### src/rtl/trap_ctrl_if.sv
// Signal bundle between the pipeline, the machine CSR bank and the trap sequencer.
// The slave side is the sequencer. The master side is whatever drives requests and holds the bank.
interface trap_ctrl_if #(
    parameter int XLEN   = 32,
    parameter int NCAUSE = 3
);
    logic [NCAUSE-1:0] exc_req;
    logic [XLEN-1:0]   exc_pc;
    logic [XLEN-1:0]   exc_tval;
    logic              mret;
    logic [4:0]        btn;

    logic [XLEN-1:0]   mtevc_q;
    logic [XLEN-1:0]   mcause_q;
    logic [XLEN-1:0]   mepc_q;
    logic [XLEN-1:0]   mtval_q;
    logic [XLEN-1:0]   mipd_q;
    logic [XLEN-1:0]   bs_q;

    logic              csr_we;
    logic [XLEN-1:0]   mtevc_d;
    logic [XLEN-1:0]   mcause_d;
    logic [XLEN-1:0]   mepc_d;
    logic [XLEN-1:0]   mtval_d;
    logic [XLEN-1:0]   mipd_d;
    logic [XLEN-1:0]   bs_d;

    logic              redirect;
    logic [XLEN-1:0]   redirect_pc;
    logic              stall;
    logic              nest_err;

    modport slave (
        input  exc_req, exc_pc, exc_tval, mret, btn,
        input  mtevc_q, mcause_q, mepc_q, mtval_q, mipd_q, bs_q,
        output csr_we, mtevc_d, mcause_d, mepc_d, mtval_d, mipd_d, bs_d,
        output redirect, redirect_pc, stall, nest_err
    );

    modport master (
        output exc_req, exc_pc, exc_tval, mret, btn,
        output mtevc_q, mcause_q, mepc_q, mtval_q, mipd_q, bs_q,
        input  csr_we, mtevc_d, mcause_d, mepc_d, mtval_d, mipd_d, bs_d,
        input  redirect, redirect_pc, stall, nest_err
    );
endinterface

### src/rtl/trap_ctrl.sv
// Trap sequencer: saves trap context into the machine CSR bank, redirects to the handler,
// and restores on mret. Also publishes the encoded button state into bs.
module trap_ctrl #(
    parameter int XLEN   = 32,
    parameter int NCAUSE = 3
) (
    input  logic       clk,
    input  logic       rstn,
    trap_ctrl_if.slave bus
);

    typedef enum logic [2:0] {
        IDLE,
        SAVE,
        JUMP,
        HANDLE,
        RESTORE,
        RET
    } state_e;

    state_e          state_q, state_d;
    logic [XLEN-1:0] cause_q, cause_d;
    logic [XLEN-1:0] pc_q, pc_d;
    logic [XLEN-1:0] tval_q, tval_d;
    logic [XLEN-1:0] bs_code_q, bs_code_d;
    logic            nest_q, nest_d;
    logic [XLEN-1:0] exc_cause;

    // Both encoders scan from the top down so the lowest set index ends up winning.
    always_comb begin
        exc_cause = '0;
        for (int i = NCAUSE - 1; i >= 0; i--) begin
            if (bus.exc_req[i]) exc_cause = XLEN'(i + 1);
        end
        bs_code_d = '0;
        for (int i = 4; i >= 0; i--) begin
            if (bus.btn[i]) bs_code_d = XLEN'(i + 1);
        end
    end

    always_ff @(posedge clk or negedge rstn) begin
        if (!rstn) begin
            state_q   <= IDLE;
            cause_q   <= '0;
            pc_q      <= '0;
            tval_q    <= '0;
            bs_code_q <= '0;
            nest_q    <= 1'b0;
        end else begin
            state_q   <= state_d;
            cause_q   <= cause_d;
            pc_q      <= pc_d;
            tval_q    <= tval_d;
            bs_code_q <= bs_code_d;
            nest_q    <= nest_d;
        end
    end

    // The bank has one write enable for all six registers.
    // Every *_d defaults to its *_q, so a write only changes the fields a state overrides.
    always_comb begin
        state_d          = state_q;
        cause_d          = cause_q;
        pc_d             = pc_q;
        tval_d           = tval_q;
        nest_d           = nest_q;
        bus.csr_we       = 1'b0;
        bus.redirect     = 1'b0;
        bus.redirect_pc  = '0;
        bus.stall        = 1'b0;
        bus.mtevc_d      = bus.mtevc_q;
        bus.mcause_d     = bus.mcause_q;
        bus.mepc_d       = bus.mepc_q;
        bus.mtval_d      = bus.mtval_q;
        bus.mipd_d       = bus.mipd_q;
        bus.bs_d         = bus.bs_q;

        unique case (state_q)
            IDLE: begin
                bus.bs_d = bs_code_q;
                if (|bus.exc_req) begin
                    state_d = SAVE;
                    cause_d = exc_cause;
                    pc_d    = bus.exc_pc;
                    tval_d  = bus.exc_tval;
                end else if (bs_code_q != bus.bs_q) begin
                    bus.csr_we = 1'b1;
                end
            end
            SAVE: begin
                bus.stall    = 1'b1;
                bus.csr_we   = 1'b1;
                bus.mcause_d = cause_q;
                bus.mepc_d   = pc_q;
                bus.mtval_d  = tval_q;
                bus.mipd_d   = '0;
                state_d      = JUMP;
            end
            JUMP: begin
                bus.stall       = 1'b1;
                bus.redirect    = 1'b1;
                bus.redirect_pc = bus.mtevc_q;
                state_d         = HANDLE;
            end
            HANDLE: begin
                if (|bus.exc_req) nest_d = 1'b1;
                if (bus.mret) state_d = RESTORE;
            end
            RESTORE: begin
                bus.stall  = 1'b1;
                bus.csr_we = 1'b1;
                bus.mipd_d = XLEN'(1);
                state_d    = RET;
            end
            RET: begin
                bus.stall       = 1'b1;
                bus.redirect    = 1'b1;
                bus.redirect_pc = bus.mepc_q;
                state_d         = IDLE;
            end
            default: state_d = IDLE;
        endcase
    end

    assign bus.nest_err = nest_q;

endmodule

### src/flat_wrapper.sv
// flat-port wrapper written by rule: the top's interface ports become plain ports
module trap_ctrl_flat 
#(
    parameter int XLEN   = 32,
    parameter int NCAUSE = 3
)
  (clk, rstn, bus_exc_req, bus_exc_pc, bus_exc_tval, bus_mret, bus_btn, bus_mtevc_q, bus_mcause_q, bus_mepc_q, bus_mtval_q, bus_mipd_q, bus_bs_q, bus_csr_we, bus_mtevc_d, bus_mcause_d, bus_mepc_d, bus_mtval_d, bus_mipd_d, bus_bs_d, bus_redirect, bus_redirect_pc, bus_stall, bus_nest_err);
  trap_ctrl_if #(.XLEN(XLEN), .NCAUSE(NCAUSE)) bus_i ();
  input  logic clk;
  input  logic rstn;
  input wire logic [$bits(bus_i.exc_req)-1:0] bus_exc_req;
  input wire logic [$bits(bus_i.exc_pc)-1:0] bus_exc_pc;
  input wire logic [$bits(bus_i.exc_tval)-1:0] bus_exc_tval;
  input wire logic [$bits(bus_i.mret)-1:0] bus_mret;
  input wire logic [$bits(bus_i.btn)-1:0] bus_btn;
  input wire logic [$bits(bus_i.mtevc_q)-1:0] bus_mtevc_q;
  input wire logic [$bits(bus_i.mcause_q)-1:0] bus_mcause_q;
  input wire logic [$bits(bus_i.mepc_q)-1:0] bus_mepc_q;
  input wire logic [$bits(bus_i.mtval_q)-1:0] bus_mtval_q;
  input wire logic [$bits(bus_i.mipd_q)-1:0] bus_mipd_q;
  input wire logic [$bits(bus_i.bs_q)-1:0] bus_bs_q;
  output wire logic [$bits(bus_i.csr_we)-1:0] bus_csr_we;
  output wire logic [$bits(bus_i.mtevc_d)-1:0] bus_mtevc_d;
  output wire logic [$bits(bus_i.mcause_d)-1:0] bus_mcause_d;
  output wire logic [$bits(bus_i.mepc_d)-1:0] bus_mepc_d;
  output wire logic [$bits(bus_i.mtval_d)-1:0] bus_mtval_d;
  output wire logic [$bits(bus_i.mipd_d)-1:0] bus_mipd_d;
  output wire logic [$bits(bus_i.bs_d)-1:0] bus_bs_d;
  output wire logic [$bits(bus_i.redirect)-1:0] bus_redirect;
  output wire logic [$bits(bus_i.redirect_pc)-1:0] bus_redirect_pc;
  output wire logic [$bits(bus_i.stall)-1:0] bus_stall;
  output wire logic [$bits(bus_i.nest_err)-1:0] bus_nest_err;
  assign bus_i.exc_req = bus_exc_req;
  assign bus_i.exc_pc = bus_exc_pc;
  assign bus_i.exc_tval = bus_exc_tval;
  assign bus_i.mret = bus_mret;
  assign bus_i.btn = bus_btn;
  assign bus_i.mtevc_q = bus_mtevc_q;
  assign bus_i.mcause_q = bus_mcause_q;
  assign bus_i.mepc_q = bus_mepc_q;
  assign bus_i.mtval_q = bus_mtval_q;
  assign bus_i.mipd_q = bus_mipd_q;
  assign bus_i.bs_q = bus_bs_q;
  assign bus_csr_we = bus_i.csr_we;
  assign bus_mtevc_d = bus_i.mtevc_d;
  assign bus_mcause_d = bus_i.mcause_d;
  assign bus_mepc_d = bus_i.mepc_d;
  assign bus_mtval_d = bus_i.mtval_d;
  assign bus_mipd_d = bus_i.mipd_d;
  assign bus_bs_d = bus_i.bs_d;
  assign bus_redirect = bus_i.redirect;
  assign bus_redirect_pc = bus_i.redirect_pc;
  assign bus_stall = bus_i.stall;
  assign bus_nest_err = bus_i.nest_err;
  trap_ctrl #(.XLEN(XLEN), .NCAUSE(NCAUSE)) u_core (.clk(clk), .rstn(rstn), .bus(bus_i));
endmodule
### config.mk
export PLATFORM = sky130hd
export DESIGN_NAME = trap_ctrl_flat
export DESIGN_NICKNAME = d
export VERILOG_FILES = /design/src/rtl/trap_ctrl_if.sv /design/src/rtl/trap_ctrl.sv /design/src/flat_wrapper.sv
export SDC_FILE = /design/constraint.sdc
export NUM_CORES = 1
export LEC_CHECK = 0
export ABC_AREA = 1
export CAP_MARGIN = 0
export CORE_AREA = 2 2 193 195
export DETAILED_ROUTE_END_ITERATION = 10
export DIE_AREA = 0 0 195 197
export DONT_BUFFER_PORTS = 1
export PLACE_DENSITY = 0.35
export SLEW_MARGIN = 15
export SYNTH_ARGS = -nofsm -noshare
export SYNTH_HDL_FRONTEND = slang
export SYNTH_SLANG_ARGS = --single-unit
export TNS_END_PERCENT = 10
### constraint.sdc
create_clock -name clk -period 4.3 [get_ports clk]
set_input_delay 0.43 -clock clk [delete_from_list [all_inputs] [get_ports clk]]
set_output_delay 0.43 -clock clk [all_outputs]
set_load 0.02 [all_outputs]
==> impl_metrics.toml <==
[sta]
final.min_clock_period_ns = 2.866
worst_slew_pin_slew_ns = 0.8888
timing.final.setup_violations = 0
fmaxAchievable_mhz = 348.9
finalMaxSlewViolations = 0
finalSetupTns_ns = 0
setup_ws_ns = 1.434
final-hold-violation-count = 0
finalClockSkew_ns = 0.009783
worst_slew_margin_rel_pct = 40.75
final_min_period_over_clock_period_pct = 66.66
grt_setup_unrepaired = "no"

[clock_tree]
cts_sinks = 73
cts_tree = "yes"
htreeDepth = 3
clk_path_buf_depth = 2
cts.repair_timing.setup_buffer_count = 0
cts-resized-gates = 0
cts-root-buf = "clkbuf_16"
clk_transition_reported_paths_ns = 0.06
insertion_delay_ns = 0.35
cts_inserted_buffers = 9

[power_and_ir_drop]
cellPowerDensity_nw_per_um2 = 821.1
max-vdd-ir-drop_uv = 223.4
total_power_after_layout_mw = 4.914
cellLeakagePower_nw = 3.507

[floorplan]
fp.dieH_um = 197
core_area_um2 = 36260
placement_rows = 70
pin_count = 495
die_width_um = 195
die_area_um2 = 38420
start_util_pct = 14.30

[global_route]
grt_first_pass_wirelength_mm = 31.72
first_global_vias = 5103
antenna_violations_before_repair = 3
grt_use_total_pct = 11.30
pin_count_of_the_biggest_net_entering_global_routing = 74
globalRoute.totalOverflow = 0

[yosys]
synthesis.area_per_instance_um2 = 5.905
synth_cell_types = 22
synthesis.yosys.warnings = 0
mappedNetlistArea_um2 = 5185
synthesis.nets = 1145
seq_area_frac_synth_pct = 35.23
postSynthCellCount = 878
postSynthRegisterBits = 73

[drt]
drt-pass1-iter-count = 5
post_drt_via_cell_ratio = 3.879
total_number_of_vias = 5147
drtAntennaViolNets = 0
final_wirelength_mm = 22.73
avgRoutedWirePerCell_um = 17.13
remaining_drc_errors = 0
first_iter_violations = 191

[worst_hold_path]
worst_hold_path_type = "input pin to flop"

[critical_path]
cp_data_required_time_ns = 3.87
cp_max_fo = 59
worst_ep_arrival_time_ns = 2.44
timing.critical_path.from_type = "flop"
criticalPathCategory = "flop to primary output"
worst-r2r-setup-slack_ns = 2.01
crit_path_end_kind = "primary output"

[place]
place_hpwl_mm = 17.91
port-buffer-count = 0
dp_cells = 1307
place_ws_ns = 1.752
finalWeightedCongestion = 0.7954
placedInstanceArea_um2 = 5620

[final_layout]
fin_area_um2 = 5984
fill_cells = 4257
total_area_of_multi_input_combinational_cells_um2 = 2283
area_delta_synth_final_pct = 15.42
drive_above_1_share_pct = 7.585
final_cells = 1327
final-seq-area_um2 = 1827
final_nets = 1119

[flow_run]
drv.max_cap_violation_count = 0

[outcome]
run_status = "finished clean"
==> synth_stat cells <==
cell type / n / area (um^2)
nand2_1: 390 / 1464
o31ai_1: 1 / 7.510
buf_4: 34 / 255.2
clkbuf_1: 20 / 75.07
nand4_1: 1 / 6.260
buf_2: 22 / 110.1
o21ai_0: 40 / 200.2
dfrtp_1: 73 / 1827
nand3_1: 5 / 25.02
nand2_2: 1 / 6.260
nor2_1: 76 / 285.3
o22ai_1: 32 / 200.2
inv_1: 169 / 634.4
o21bai_1: 2 / 15.01
nor3_1: 1 / 5.000
nor2_2: 1 / 6.260
a31oi_1: 1 / 6.260
o211ai_1: 1 / 7.510
a211oi_1: 1 / 7.510
a21oi_1: 2 / 10.01
inv_2: 4 / 15.01
nor3_4: 1 / 16.27
==> repair_timing <==
action	in CTS	in global routing
setup endpoints to repair	0	0
endpoints found under the hold margin	73	0
hold buffers	2	0
==> state kept, by name (all words and copies together), names as in the netlist <==
signal and count:
u_core.bs_code_q 3, u_core.bus.nest_err 1, u_core.cause_q 2, u_core.pc_q 32, u_core.state_q 3, u_core.tval_q 32
==> cells by family after synthesis <==
group / synth area share (%)
buffers and inverters: 21.02
AOI/OAI and AO/OA: 8.760
and+or+nand+nor: 34.99
DFF: 35.23
==> metrics by stage <==
stage               hold WS [ns]  util (%)
floorplan                 0.1344         -
CTS                       0.1241     16.48
finish                    0.1460     16.50
global route              0.1257     16.50
detailed placement        0.1373     15.50
global placement          0.1379     15.50
==> worst paths after layout <==
check                                                   start                            end  cells after the start
max in group asynchronous                                rstn  u_core.tval_q[31]$_DFFE_PN0P_                      2
min in group asynchronous                                rstn   u_core.tval_q[9]$_DFFE_PN0P_                      2
worst max-delay path            u_core.state_q[1]$_DFFE_PN0P_                 bus_mepc_d[20]                      5
worst max register to register  u_core.state_q[2]$_DFFE_PN0P_    u_core.pc_q[23]$_DFFE_PN0P_                      8
worst min register to register     u_core.pc_q[3]$_DFFE_PN0P_     u_core.pc_q[3]$_DFFE_PN0P_                      2
worst min-delay path                               bus_btn[0]  u_core.bs_code_q[2]$_DFF_PN0_                      1
==> cell usage in the layout (no fill, tap or decap), types with 3 or more instances in the layout <==
master	synthesis	final
dfrtp_1	73	73
o21ai_0	40	40
inv_1	169	169
nand2_1	390	388
buf_4	34	37
clkbuf_16	0	9
nand3_1	5	3
inv_2	4	4
nand2_2	1	3
nor2_1	76	76
o22ai_1	32	32
==> routing by layer <==
metal  vias up  track usage, %  wire (um)
li1       2475               -          -
met1      2351           10.14       7495
met2       287           23.13      12830
met3        32           3.285       1662
met4         2           4.891        723
met5         -               0         16
==> power by group <==
part	internal (mW)	total (mW)	switching [mW]
combinational	0.621	2.89	2.27
sequential	1.01	1.20	0.191
clock	0.508	0.831	0.323
total	2.13	4.91	2.78
==> worst max-delay path, stage by stage (launching register included) <==
cell     delay (ns)
dfrtp_1        0.46
nor3_4         0.23
buf_4          0.40
buf_4          0.52
nand2_1        0.10
o21ai_0        0.28
==> final cells by class <==
class,count,share of cell area (%)
clock inverters,7,1.568
well taps,468,9.785
repair buffers,39,5.269
diodes,2,0.08363
flip-flops and latches,73,30.52
multi-input cells,556,38.16
inverters,173,10.85
clock buffers,9,3.763
Power figures use the tool's default switching activity.
